--- config.mk ---
export PLATFORM = sky130hd
export DESIGN_NAME = clk_div_prog
export DESIGN_NICKNAME = d
export VERILOG_FILES = /design/src/rtl/clk_div_prog.sv
export SDC_FILE = /design/constraint.sdc
export NUM_CORES = 1
export LEC_CHECK = 0
export CAP_MARGIN = 40
export CORE_MARGIN = 5
export CORE_UTILIZATION = 32
export CTS_CLUSTER_SIZE = 30
export DETAILED_ROUTE_END_ITERATION = 10
export MAX_ROUTING_LAYER = met4
export SLEW_MARGIN = 15
export SYNTH_ARGS = -nofsm -noshare
export SYNTH_HDL_FRONTEND = slang
export SYNTH_SLANG_ARGS = --single-unit
export TNS_END_PERCENT = 30
--- constraint.sdc ---
create_clock -name clk -period 4 [get_ports clk]
set_clock_uncertainty 0.1 [all_clocks]
set_input_delay 1.2 -clock clk [delete_from_list [all_inputs] [get_ports clk]]
set_output_delay 1.2 -clock clk [all_outputs]
set_load 0.05 [all_outputs]
--- src/rtl/clk_div_prog.sv ---
// Programmable integer clock divider: runtime divisor N (2..2^W-1), glitch-free clk_out, tick strobe.
// Define CLK_DIV_DUTY50_EN to build the negedge duty-correction flop (exact 50% duty for odd N).
module clk_div_prog #(
  parameter int unsigned W       = 8,
  parameter int unsigned DIV_RST = 3
) (
  input  logic         clk,
  input  logic         reset,
  input  logic         en,
  input  logic [W-1:0] div_in,
  input  logic         div_load,
  output logic         div_busy,
  output logic         div_err,
  output logic         clk_out,
  output logic         tick
);

  localparam logic [W-1:0] DivRst = W'(DIV_RST);

  logic [W-1:0] n_act, n_act_d;
  logic [W-1:0] n_pend, n_pend_d;
  logic         pend_v, pend_v_d;
  logic [W-1:0] cnt, cnt_d, cnt_nx;
  logic         pos_q, pos_d;
  logic         tick_q, tick_d;
  logic         err_q, err_d;
  logic         neg_q;

  logic         wrap;
  logic         apply;
  logic         load_ok;
  logic [W-1:0] n_eff;
  logic [W-1:0] half_eff;

  always_comb begin
    wrap     = (cnt == n_act - W'(1));
    load_ok  = div_load && (div_in >= W'(2));
    // A pending divisor lands at a period boundary, or immediately while idle.
    apply    = pend_v && (!en || wrap);
    n_eff    = apply ? n_pend : n_act;
    half_eff = n_eff >> 1;
    cnt_nx   = wrap ? '0 : cnt + W'(1);

    cnt_d    = cnt;
    pos_d    = 1'b0;
    tick_d   = 1'b0;
    if (en) begin
      cnt_d  = cnt_nx;
      pos_d  = (cnt_nx < half_eff);
      tick_d = (cnt_nx == '0);
    end else begin
      // Park on the last count so the first enabled edge wraps and rises.
      cnt_d  = n_eff - W'(1);
    end

    n_act_d  = n_eff;
    // A load on the applying edge becomes the next pending value.
    n_pend_d = load_ok ? div_in : n_pend;
    pend_v_d = load_ok ? 1'b1 : (apply ? 1'b0 : pend_v);
    err_d    = div_load && (div_in < W'(2));
  end

  always_ff @(posedge clk or negedge reset) begin
    if (!reset) begin
      n_act  <= DivRst;
      n_pend <= DivRst;
      pend_v <= 1'b0;
      cnt    <= DivRst - W'(1);
      pos_q  <= 1'b0;
      tick_q <= 1'b0;
      err_q  <= 1'b0;
    end else begin
      n_act  <= n_act_d;
      n_pend <= n_pend_d;
      pend_v <= pend_v_d;
      cnt    <= cnt_d;
      pos_q  <= pos_d;
      tick_q <= tick_d;
      err_q  <= err_d;
    end
  end

`ifdef CLK_DIV_DUTY50_EN
  // Stretches the high phase by half a cycle for odd divisors.
  always_ff @(negedge clk or negedge reset) begin
    if (!reset) begin
      neg_q <= 1'b0;
    end else begin
      neg_q <= pos_q & n_act[0];
    end
  end
`else
  assign neg_q = 1'b0;
`endif

  always_comb begin
    clk_out  = pos_q | neg_q;
    tick     = tick_q;
    div_busy = pend_v;
    div_err  = err_q;
  end

endmodule

* After elaboration in Yosys (flattened, before gate mapping)
Cells that the tools add are included.
** Word-level totals
- Input port bits :: 12
- Register bits after elaboration :: 28
- Word-level logic and storage cells :: 28
** Operators by class
- Reduce and logical (&&, ||, !) cells :: 7
- Muxes and demuxes :: 7
- Equality and inequality tests :: 1
- Add/subtract/negate cells :: 3
- $lt $le $gt $ge :: 3
** Operator list (count)
- $mux W8 :: 3
- $sub A8 B1 Y8 const B :: 2
- $add A8 B1 Y8 const B :: 1
- $eq A8 B8 Y1 :: 1
- $ge A8 B2 Y1 const B :: 1
- $logic_not A8 Y1 :: 1
- $lt A8 B2 Y1 const B :: 1
- $lt A8 B7 Y1 :: 1
- $mux W1 :: 4
- $logic_and A1 B1 Y1 :: 3
- $reduce_bool A2 Y1 :: 1
- $logic_not A1 Y1 :: 1
- $logic_or A1 B1 Y1 :: 1

* Depth between registers and ports, before layout
Gate-level depths: netlist of the first run.
- Depth after elaboration :: 7
- Gate-level depth with buffers :: 15

* Worst setup path after synthesis of the first run
OpenSTA, ideal clock, no wires.
- Path type :: reg-to-reg
- Start point :: register n_act[0]
- End point :: register cnt[6]
- Required time :: 3.836 ns
- Cell stages (with the launch flop) :: 15
- Arrival :: 3.467 ns
- Buffers on the path :: 1
- Period minus slack after synthesis :: 3.631 ns
- Slack :: 0.369 ns
- Library setup time :: 0.064 ns
- Cells stage by stage :: dfstp_2 inv_1 ha_1 or3b_2 a211oi_1 nand4b_1 a211oi_4 o21a_1 buf_4 mux2i_1 ha_1 or4bb_1 xor2_1 a211oi_1 a21o_1
** Between the ends
- Longest elaborated chain between the ends :: 7
- Elaborated cells between the ends (all ways) :: 8
** RTL lines
- from (decl) :: line 20 : logic [W-1:0] n_act, n_act_d;
- from (signal assigned) :: line 65 : n_act <= DivRst;
- from (signal assigned) :: line 73 : n_act <= n_act_d;
- $sub A8 B1 Y8 :: line 36 : wrap = (cnt == n_act - W'(1));
- $eq A8 B8 Y1 :: line 36
- $logic_or A1 B1 Y1 :: line 39 : apply = pend_v && (!en || wrap);
- $logic_and A1 B1 Y1 :: line 39
- $mux W8 :: line 40 : n_eff = apply ? n_pend : n_act;
- $sub A8 B1 Y8 :: line 53 : cnt_d = n_eff - W'(1);
- $mux W8 (*) :: line 47 : if (en) begin
- via cnt_d[6] :: line 23 : logic [W-1:0] cnt, cnt_d, cnt_nx;
- to (signal assigned) :: line 68 : cnt <= DivRst - W'(1);
- to (signal assigned) :: line 76 : cnt <= cnt_d;
- to (decl) :: line 23
The timed path passes the listed nets; every way through them passes the cells marked *.
A chain may end at the register's enable or synchronous reset.

* Final worst setup path of the first run
- Start point :: register n_act[1]
- End point :: register pos_q (netlist: clk_out)
** Between the ends
- Longest elaborated chain between the ends :: 7
- Elaborated cells between the ends (all ways) :: 8
** RTL lines
- $sub A8 B1 Y8 :: line 36
- $eq A8 B8 Y1 :: line 36
- $logic_or A1 B1 Y1 :: line 39
- $logic_and A1 B1 Y1 :: line 39
- $mux W8 :: line 40
- $lt A8 B7 Y1 (*) :: line 49 : pos_d = (cnt_nx < half_eff);
- $mux W1 (*) :: line 47
- via pos_d :: line 24 : logic pos_q, pos_d;
- to (signal assigned) :: line 77 : pos_q <= pos_d;
- to (decl) :: line 24
Marked as above.

==> results of run 1 <==
-- power groups by stage --
| stage | sequential [W] | clock [W] | combinational (W) |
|---|---|---|---|
| after floorplan | 0.000419 | 0 | 0.000410 |
| after global placement | 0.000452 | 0 | 0.000514 |
| after detailed placement | 0.000454 | 0 | 0.000517 |
| after CTS | 0.000448 | 0.000186 | 0.000523 |
| after global routing | 0.000460 | 0.000197 | 0.000589 |
| final | 0.000449 | 0.000182 | 0.000522 |
-- flip-flops by register name, summed over array words and instances, names as in the netlist --
| name | cells |
|---|---|
| n_act | 8 |
| div_err | 1 |
| tick | 1 |
| clk_out | 1 |
| div_busy | 1 |
| cnt | 8 |
| n_pend | 8 |
-- path summary, 6_finish.rpt --
kind | from | endpoint | slack (ns) | depth (start not counted)
worst max-delay path | n_act[1] | clk_out | 0.32 | 14
worst min-delay path | n_pend[1] | n_pend[1] | 0.40 | 2
worst max register to register | n_act[1] | clk_out | 0.32 | 14
worst min register to register | n_pend[1] | n_pend[1] | 0.40 | 2
max in group asynchronous | reset | n_act[0] | 2.29 | 2
min in group asynchronous | reset | div_err | 1.18 | 2
-- cells in the final DEF, fill, tap and decap left out, drive strengths merged, types with 3 or more instances in the layout --
cell type	n
nand2b	4
mux2i	8
a21o	4
clkdlybuf4s50	15
o31ai	3
a21oi	7
o211ai	4
xnor2	13
a211oi	5
nand2	30
dfstp	5
xor2	9
clkbuf	4
nor2	19
ha	9
nor3	5
nand3	8
and3	3
buf	8
dfrtp	23
o21ai	5
nor4	4
inv	11
-- per-layer routing --
metal,vias to the layer above,GRT usage (%),wire [µm]
met2,20,22.7,2270
met5,-,-,0
met3,8,1.41,102
met1,755,17.6,2230
li1,778,-,-
met4,0,2.93,49
-- worst register-to-register path, delay by kind of cell, from the launching register on --
family          cells  cell delay (ns)
compound gates      7             1.38
simple gates        3             0.81
fa+ha+maj           2             0.53
flops               1             0.39
mux                 1             0.34
buf+inv             1             0.09
-- metrics by stage --
step	setup WS (ns)	power [W]	utilization [%]	hold slack [ns]	cell area, µm²
CTS	0.330	0.00116	37.7	0.402	2230
global placement	0.338	0.000966	36.8	0.364	2180
floorplan	0.369	0.000829	-	0.347	1940
finish	0.317	0.00115	37.7	0.397	2230
detailed placement	0.285	0.000971	36.8	0.387	2180
global route	0.0164	0.00125	37.7	0.418	2230
-- synth_stat cells, types with 7 or more instances --
cell type / instances
nand2_1: 30
dfrtp_1: 23
nor2_1: 18
xnor2_1: 13
inv_1: 11
ha_1: 9
xor2_1: 9
clkbuf_1: 8
mux2i_1: 8
nand3_1: 8
a21oi_1: 7
-- kinds of logic (layout without fill, tap and decap cells) --
family / after synthesis / count (layout)
buffers and inverters: 24 / 38
DFF: 28 / 28
xor gates and xnor gates: 23 / 23
adders and majority gates: 9 / 9
AOI/OAI and AO/OA: 40 / 40
and+or+nand+nor: 82 / 82
muxes: 9 / 9
-- final cells by class --
class | instances | area (µm²)
inverter | 11 | 41.3
fill | 595 | 3690
multi-input combinational | 163 | 1130
timing repair buffer | 23 | 210
clock buffer | 4 | 55.1
tap | 75 | 93.8
sequential | 28 | 707
==> results.md, run 1 <==
* Status: finished, final reports clean
* Layout area overhead at 15.2%
* DP Cell Count at 300
* Crit Path Class: flop to flop
* Largest cells by area after synthesis: dfrtp_1 30%, dfstp_2 6.8%, xnor2_1 5.9%
* CP Capture Type: flop
* Max Fclk at 271 MHz
* Congestion Overflow GR at 0
* Buf+Inv Stages, Crit Path at 1
* Leading area contributor after synthesis: dfrtp_1
* Post-CTS resize count at 0
* Via count at approximately 1600
* Htree depth at 1
* Port Buffers at 15
* Final Hold Fails at 0
* RSZ-0062 raised after global routing: false
* Pre-Repair DR Iteration Count at 4
* Mapped Cells at 215
* Per-cell routed wire length at 15.3 µm
* Core Footprint at about 5900 µm²
* Final nets at 251
* Ys flop type: dfrtp_1
* Synthesized Nets at 236
* Mux contribution to synthesized area at around 4.7%
* Synth Area in XOR/XNOR at 11.1%
* DP HPWL at 3.58 mm
* Number of antenna diodes at 0
* CTS root buf: clkbuf_8
* Combinational share of power at 45.3%
* Largest net degree at the start of global routing at 29
* Clock sinks at 28
* Seq/Total Area, Yosys at 36.5%
* Worst-path maximum fanout at 5
* Min cycle time layout at 3.68 ns
* TNS Setup at 0 ns
* Max Buffers Root-to-Sink at 2
* Critical Path AT at 3.81 ns
* Compound-gate portion of the synthesized area at 15.4%
* Die H at 87.9 µm
* Crit path max-delay family: compound AO/OA/AOI/OAI gates
* Hold Buf Count CTS at 0
* RD Place Congestion at 0.832
* Chip width at approximately 88 µm
* Initial Util at 32.8%
* ANT nets after route at 0
* Synth Cell Area at 1940 µm²
* Via count of the first global-routing pass at 1621
* Synth Area in Simple Gates at 21.2%
* CP Data Required Time at 4.13 ns
* First-pass GRT wire length at ~7.9 mm
* I/O Pins at 16
* Clock latency on the worst-skew pair at around 0.28 ns
* Rel. slew slack at 59.5%
* Clk slew on worst S/H paths at 0.10 ns
* PwrDens at 516 nW/µm²
* Max-Cap Viols at 0
* CP peak stage delay at ~0.46 ns
* Worst-margin pin slew at 0.607 ns
* Post-Synth Adder-Cell Area at 5.81%
* Period utilization at 92.1%
* Rows at 28
* Finished Layout Cells at roughly 300
* Die area at between 7000 and 8000 µm²
* Peak VDD IR at between 150 and 200 µV
* Hold Path Class: flop to flop
* Number of CTS-inserted buffers at 3
* Final wirelength at around 4.7 mm
* Initial antenna violation count at 0
* Post-CTS setup buffers at 0
* Main combinational cell family by area after synthesis: simple AND/OR/NAND/NOR gates
* Reg power frac at between 30% and 40%
* Post-synth top area share at 29.7%
* CP cell instances: inv_1 > ha_1 > or3b_2 > a211oi_1 > nand4b_1 > a211oi_4 > o21a_1 > mux2i_1 > ha_1 > a21o_1 > a21oi_1 > a21oi_1 > a32oi_1 > and3_1
* Overall routing resource usage at about 14%
* Ys Warns at 0
* CTS tree: yes
* #FFs+latches synth at 28
* NetSw at 0.000474 W
* Post-synth EDFFs at 0
* Via density per instance at 5.13
* P_int at 0.000678 W
* Final setup fails at 0
* Share of async-settable or async-resettable flops after synthesis at 100%
* Max-slew violation count at 0
* Clock power share at ~16%
* Worst-path cell with the longest stage delay: or3b_2
* Synth Area per Inst at ~9 µm²
* # DRC at 0
* Share of layout cells above drive strength 1 at 10.9%
* Pleak at 0.972 nW
* Iter 0 DRT Violations at 119
* Synth unique cells at 48
* Sw frac at 41.1%
* Worst setup SP type: flop
Power figures use the tool's default switching activity.
==> run 2, diff against run 1 <==
Settings changed: CAP_MARGIN 40 to default, CORE_UTILIZATION 32 to 58, PLACE_DENSITY from default to 0.8.
==> results.md, run 2 (synthesis results as in run 1) <==
* Status: finished, final reports clean
* I/O Pins at 16
* Max-slew violation count at 0
* Worst-path maximum fanout at 7
* Rel. slew slack at 63.1%
* Htree depth at 1
* CP cell instances: inv_1 > ha_1 > or3b_2 > a211oi_1 > nand4b_1 > a211oi_4 > o21a_2 > mux2i_1 > ha_1 > or4bb_1 > xor2_1 > a211oi_1 > a21o_1
* Period utilization at 93.2%
* Overall routing resource usage at 22.2%
* Pleak at between 0.9 and 1 nW
* Finished Layout Cells at 275
* TNS Setup at 0 ns
* Layout area overhead at 12.5%
* Commonest cells after routing, fill and taps aside: 30 x nand2_1, 23 x dfrtp_1, 18 x nor2_1, 15 x clkdlybuf4s50_1, 13 x xnor2_1
* Iter 0 DRT Violations at 56
* RSZ-0062 raised after global routing: false
* Reg2Reg Depth at 13
* CP peak stage delay at 0.50 ns
* DP HPWL at 3.34 mm
* Via density per instance at 5.65
* Min cycle time layout at 3.73 ns
* Worst-path cell with the longest stage delay: or4bb_1
* Peak VDD IR at 248 µV
* PwrDens at between 500 and 600 nW/µm²
* Finished Cell Area at 2180 µm²
* CTS root buf: clkbuf_4
* Worst-margin pin slew at 0.554 ns
* Max-Cap Viols at 0
* # DRC at 0
* Max Buffers Root-to-Sink at 2
* Share of layout cells above drive strength 1 at between 10% and 20%
* Via count at 1555
* Critical Path AT at 3.91 ns
* ANT nets after route at 0
* Hold Path Class: flop to flop
* Clk slew on worst S/H paths at 0.16 ns
* Placed cell areas at 2140 µm²
* First-pass GRT wire length at 7.29 mm
* Crit path max-delay family: simple AND/OR/NAND/NOR gates
* Biggest regs: cnt (8), n_act (8), n_pend (8)
* Clock latency on the worst-skew pair at 0.34 ns
* CP Data Required Time at 4.19 ns
* Hold path start: n_pend[1]
* Final setup fails at 0
* Worst hold endpoint: n_pend[1]
* RD Place Congestion at 0.908
* Final nets at 251
* Final wirelength at 4.38 mm
* Die area at 4600 µm²
* Max Fclk at approximately 270 MHz
* Core Footprint at 3280 µm²
* Port Buffers at 15
* Final Hold Fails at 0
* Initial antenna violation count at 0
* Post-CTS setup buffers at 0
* Initial Util at 59.0%
* Die H at 67.8 µm
* Clock sinks at 28
* Rows at 21
* Congestion Overflow GR at 0
* Reg-to-reg startpoint: n_act[0]
* Buf+Inv Stages, Crit Path at 1
* Crit Path Class: flop to flop
* R2r endpoint: cnt[6]
* Number of CTS-inserted buffers at 3
* R2r setup slk at 0.27 ns
* Worst setup SP type: flop
* Total power at 0.00110 W
* Commonest non-fill, non-tap cell in the layout: nand2_1
* CP Capture Type: flop
* Worst Hold Depth at 2
* Pre-Repair DR Iteration Count at 5
* Per-cell routed wire length at between 15 and 20 µm
* Via count of the first global-routing pass at 1506
* Chip width at approximately 68 µm
* Number of antenna diodes at 0
* Largest net degree at the start of global routing at 29
* DP Cell Count at 271
* CTS tree: yes
-- run 2: power breakdown --
| part | switching, W | internal, W |
|---|---|---|
| registers | 0.000106 | 0.000345 |
| clock network | 0.0000876 | 0.0000558 |
| logic | 0.000262 | 0.000244 |
| total | 0.000456 | 0.000645 |
-- run 2: worst max-delay path by stage --
stage          depth (start not counted)  slack [ns]  startpoint  endpoint
2_1_floorplan                         14        0.37    n_act[0]    cnt[6]
3_3_place_gp                          10        0.30          en    cnt[6]
3_5_place_dp                          13        0.21    n_act[0]    cnt[6]
4_1_cts                               13        0.18    n_act[0]    cnt[6]
5_1_grt                               13        0.10    n_act[0]    cnt[6]
6_report                              13        0.27    n_act[0]    cnt[6]
-- run 2: cell type report --
type / instances / area, µm²
Clock buffer: 4 / 36.3
Timing Repair Buffer: 23 / 210
Fill cell: 272 / 1100
Tap cell: 46 / 57.6
Sequential cell: 28 / 707
Multi-Input combinational cell: 163 / 1130
Inverter: 11 / 41.3
-- run 2: metal layers --
layer	global-route usage [%]	wire [µm]	up-vias
met5	-	0	-
met4	6.70	52	0
met3	2.96	265	4
met2	35.7	2130	47
met1	29.2	1940	728
li1	-	-	776
-- run 2: stage by stage --
stage | hold slack, ns | worst slack (ns) | utilization, %
4_1_cts | 0.389 | 0.180 | 66.4
3_3_place_gp | 0.358 | 0.298 | 65.3
3_5_place_dp | 0.367 | 0.214 | 65.3
6_report | 0.385 | 0.271 | 66.4
2_1_floorplan | 0.347 | 0.369 | -
5_1_grt | 0.418 | 0.101 | 66.4
-- run 2: tightest hold or removal path, stage by stage (launching register included) --
cell and delay [ns]:
dfstp_2 0.41, nand2_1 0.05, nand2_1 0.05
-- run 2: timing repair --
item | CTS | global route
hold buffers | 0 | 0
setup endpoints to repair | 0 | 1
gates resized for setup | 0 | 1
==> run 3, diff against run 2 <==
Clock period 4 ns to 3.6 ns, I/O delays scaled along.
==> results.md, run 3 (synthesis results as in run 1) <==
* Max Buffers Root-to-Sink at 2
* Via count at 1632
* I/O Pins at 16
* DP Cell Count at between 200 and 300
* NetSw at around 0.00053 W
* Initial Util at 59.0%
* Share of layout cells above drive strength 1 at 17.6%
* Pleak at 1.02 nW
* Via density per instance at 5.75
* Initial antenna violation count at 0
* Period utilization at a little over nine tenths
* Commonest non-fill, non-tap cell in the layout: nand2_1
* Status: finished, final reports clean
* Number of antenna diodes at 0
* CP Data Required Time at 3.79 ns
* Finished Layout Cells at 284
* FF+latch area at 707 µm²
* P_int at 0.000803 W
* Largest net degree at the start of global routing at 29
* Critical Path AT at between 3 and 4 ns
* Congestion Overflow GR at 0
* CP Capture Type: flop
* Clock latency on the worst-skew pair at 0.33 ns
* First-pass GRT wire length at 7.81 mm
* Port Buffers at 15
* Clock sinks at 28
* Die area at 4600 µm²
* Peak VDD IR at 322 µV
* PwrDens at 581 nW/µm²
* Post-Place Setup Slack at 0.0136 ns
* Iter 0 DRT Violations at 113
* Final worst setup slack at a little over 0.09 ns
* CP peak stage delay at 0.54 ns
* Combinational share of power at a little under 50%
* Worst-path cell with the longest stage delay: or4_4
* CTS root buf: clkbuf_4
* Chip width at 67.8 µm
* CP cell instances: buf_4 > or4_4 > o21ai_0 > a32oi_2 > a211oi_4 > o21a_4 > mux2i_2 > ha_2 > or4bb_1 > xor2_1 > a211oi_1 > a21o_1
* Final wirelength at 4.37 mm
* Area of the multi-input gates at 1160 µm²
* Max-slew violation count at 0
* Final nets at 260
* RSZ-0062 raised after global routing: true
* Reg power frac at 35.9%
* Rows at 21
* Hold Path Class: flop to flop
* ANT nets after route at 0
* RD Place Congestion at 0.942
* Max-Cap Viols at 0
* Hold path start: n_pend[1]
* Layout area overhead at 18.6%
* Final setup fails at 0
* Core Footprint at 3280 µm²
* Pre-Repair DR Iteration Count at 4
* Reg-to-reg startpoint: n_act[0]
* Clock power share at 15.5%
* Worst-margin pin slew at just over 0.5 ns
* Max Fclk at approximately 290 MHz
* Sw frac at roughly two fifths
* Final Hold Fails at 0
* DP HPWL at 3.40 mm
* Clk slew on worst S/H paths at 0.15 ns
* CTS tree: yes
* Number of CTS-inserted buffers at 3
* Commonest cells after routing, fill and taps aside: 30 x nand2_1, 23 x dfrtp_1, 18 x nor2_1, 17 x buf_4, 15 x clkdlybuf4s50_1
* Per-cell routed wire length at between 15 and 20 µm
* Rel. slew slack at 65.7%
* Die H at 67.8 µm
* # DRC at 0
* # fillers at between 200 and 300
* Hold Buf Count CTS at 0
* Hold slack at 0.390 ns
* Min cycle time layout at between 3 and 4 ns
* Biggest regs: cnt (8), n_act (8), n_pend (8)
* Via count of the first global-routing pass at 1736
* CP Launch Point: n_act[0]
* Worst setup SP type: flop
* Worst-path maximum fanout at 5
* Post-CTS setup buffers at 0
* Crit Path Class: flop to flop
* Overall routing resource usage at 23.3%
* Total power at about 0.0013 W
* Htree depth at 1
## run 3: path summary, 6_finish.rpt
kind | to | slack, ns | cells after the start
setup reg to reg | cnt[6] | 0.09 | 12
hold reg to reg | n_pend[1] | 0.39 | 2
hold / removal | n_pend[1] | 0.39 | 2
setup / recovery | cnt[6] | 0.09 | 12
min in group asynchronous | n_act[2] | 1.00 | 2
max in group asynchronous | n_pend[0] | 2.10 | 2
## run 3: final cells by class
class | instances | share of cell area (%)
Clock buffer | 3 | 0.979
Clock inverter | 1 | 1.31
Tap cell | 46 | 2.50
Sequential cell | 28 | 30.7
Multi-Input combinational cell | 163 | 50.6
Inverter | 11 | 1.80
Timing Repair Buffer | 32 | 12.1
## run 3: repair_timing
action	4_1_cts	5_1_grt
pin swaps	0	2
endpoints found under the setup margin	1	3
gates resized for setup	1	5
## run 3: power groups by stage
stage | clock network [W] | registers (W) | logic [W]
finish | 0.000208 | 0.000479 | 0.000650
detailed placement | 0 | 0.000484 | 0.000619
global route | 0.000223 | 0.000491 | 0.000726
CTS | 0.000212 | 0.000477 | 0.000628
global placement | 0 | 0.000481 | 0.000610
floorplan | 0 | 0.000465 | 0.000464
## run 3: critical path, delay by kind of cell (launching register included)
family | cells | cell delay [ns]
adders and majority gates | 1 | 0.23
muxes | 1 | 0.25
buffers and inverters | 1 | 0.15
DFF | 1 | 0.40
and+or+nand+nor | 2 | 0.95
xor gates and xnor gates | 1 | 0.16
AOI/OAI and AO/OA | 6 | 1.22
## run 3: routing by layer
layer | global-route usage, % | routed length (µm)
met1 | 28.7 | 1900
met2 | 38.9 | 2060
met3 | 2.96 | 270
met4 | 9.18 | 143
met5 | - | 0
## run 3: per-stage QoR
step	setup TNS [ns]	instance area, µm²	util [%]
global placement	0	2220	67.6
CTS	0	2270	69.3
global route	-0.0772	2300	70.0
finish	0	2300	70.0
floorplan	0	1950	-
detailed placement	0	2220	67.6
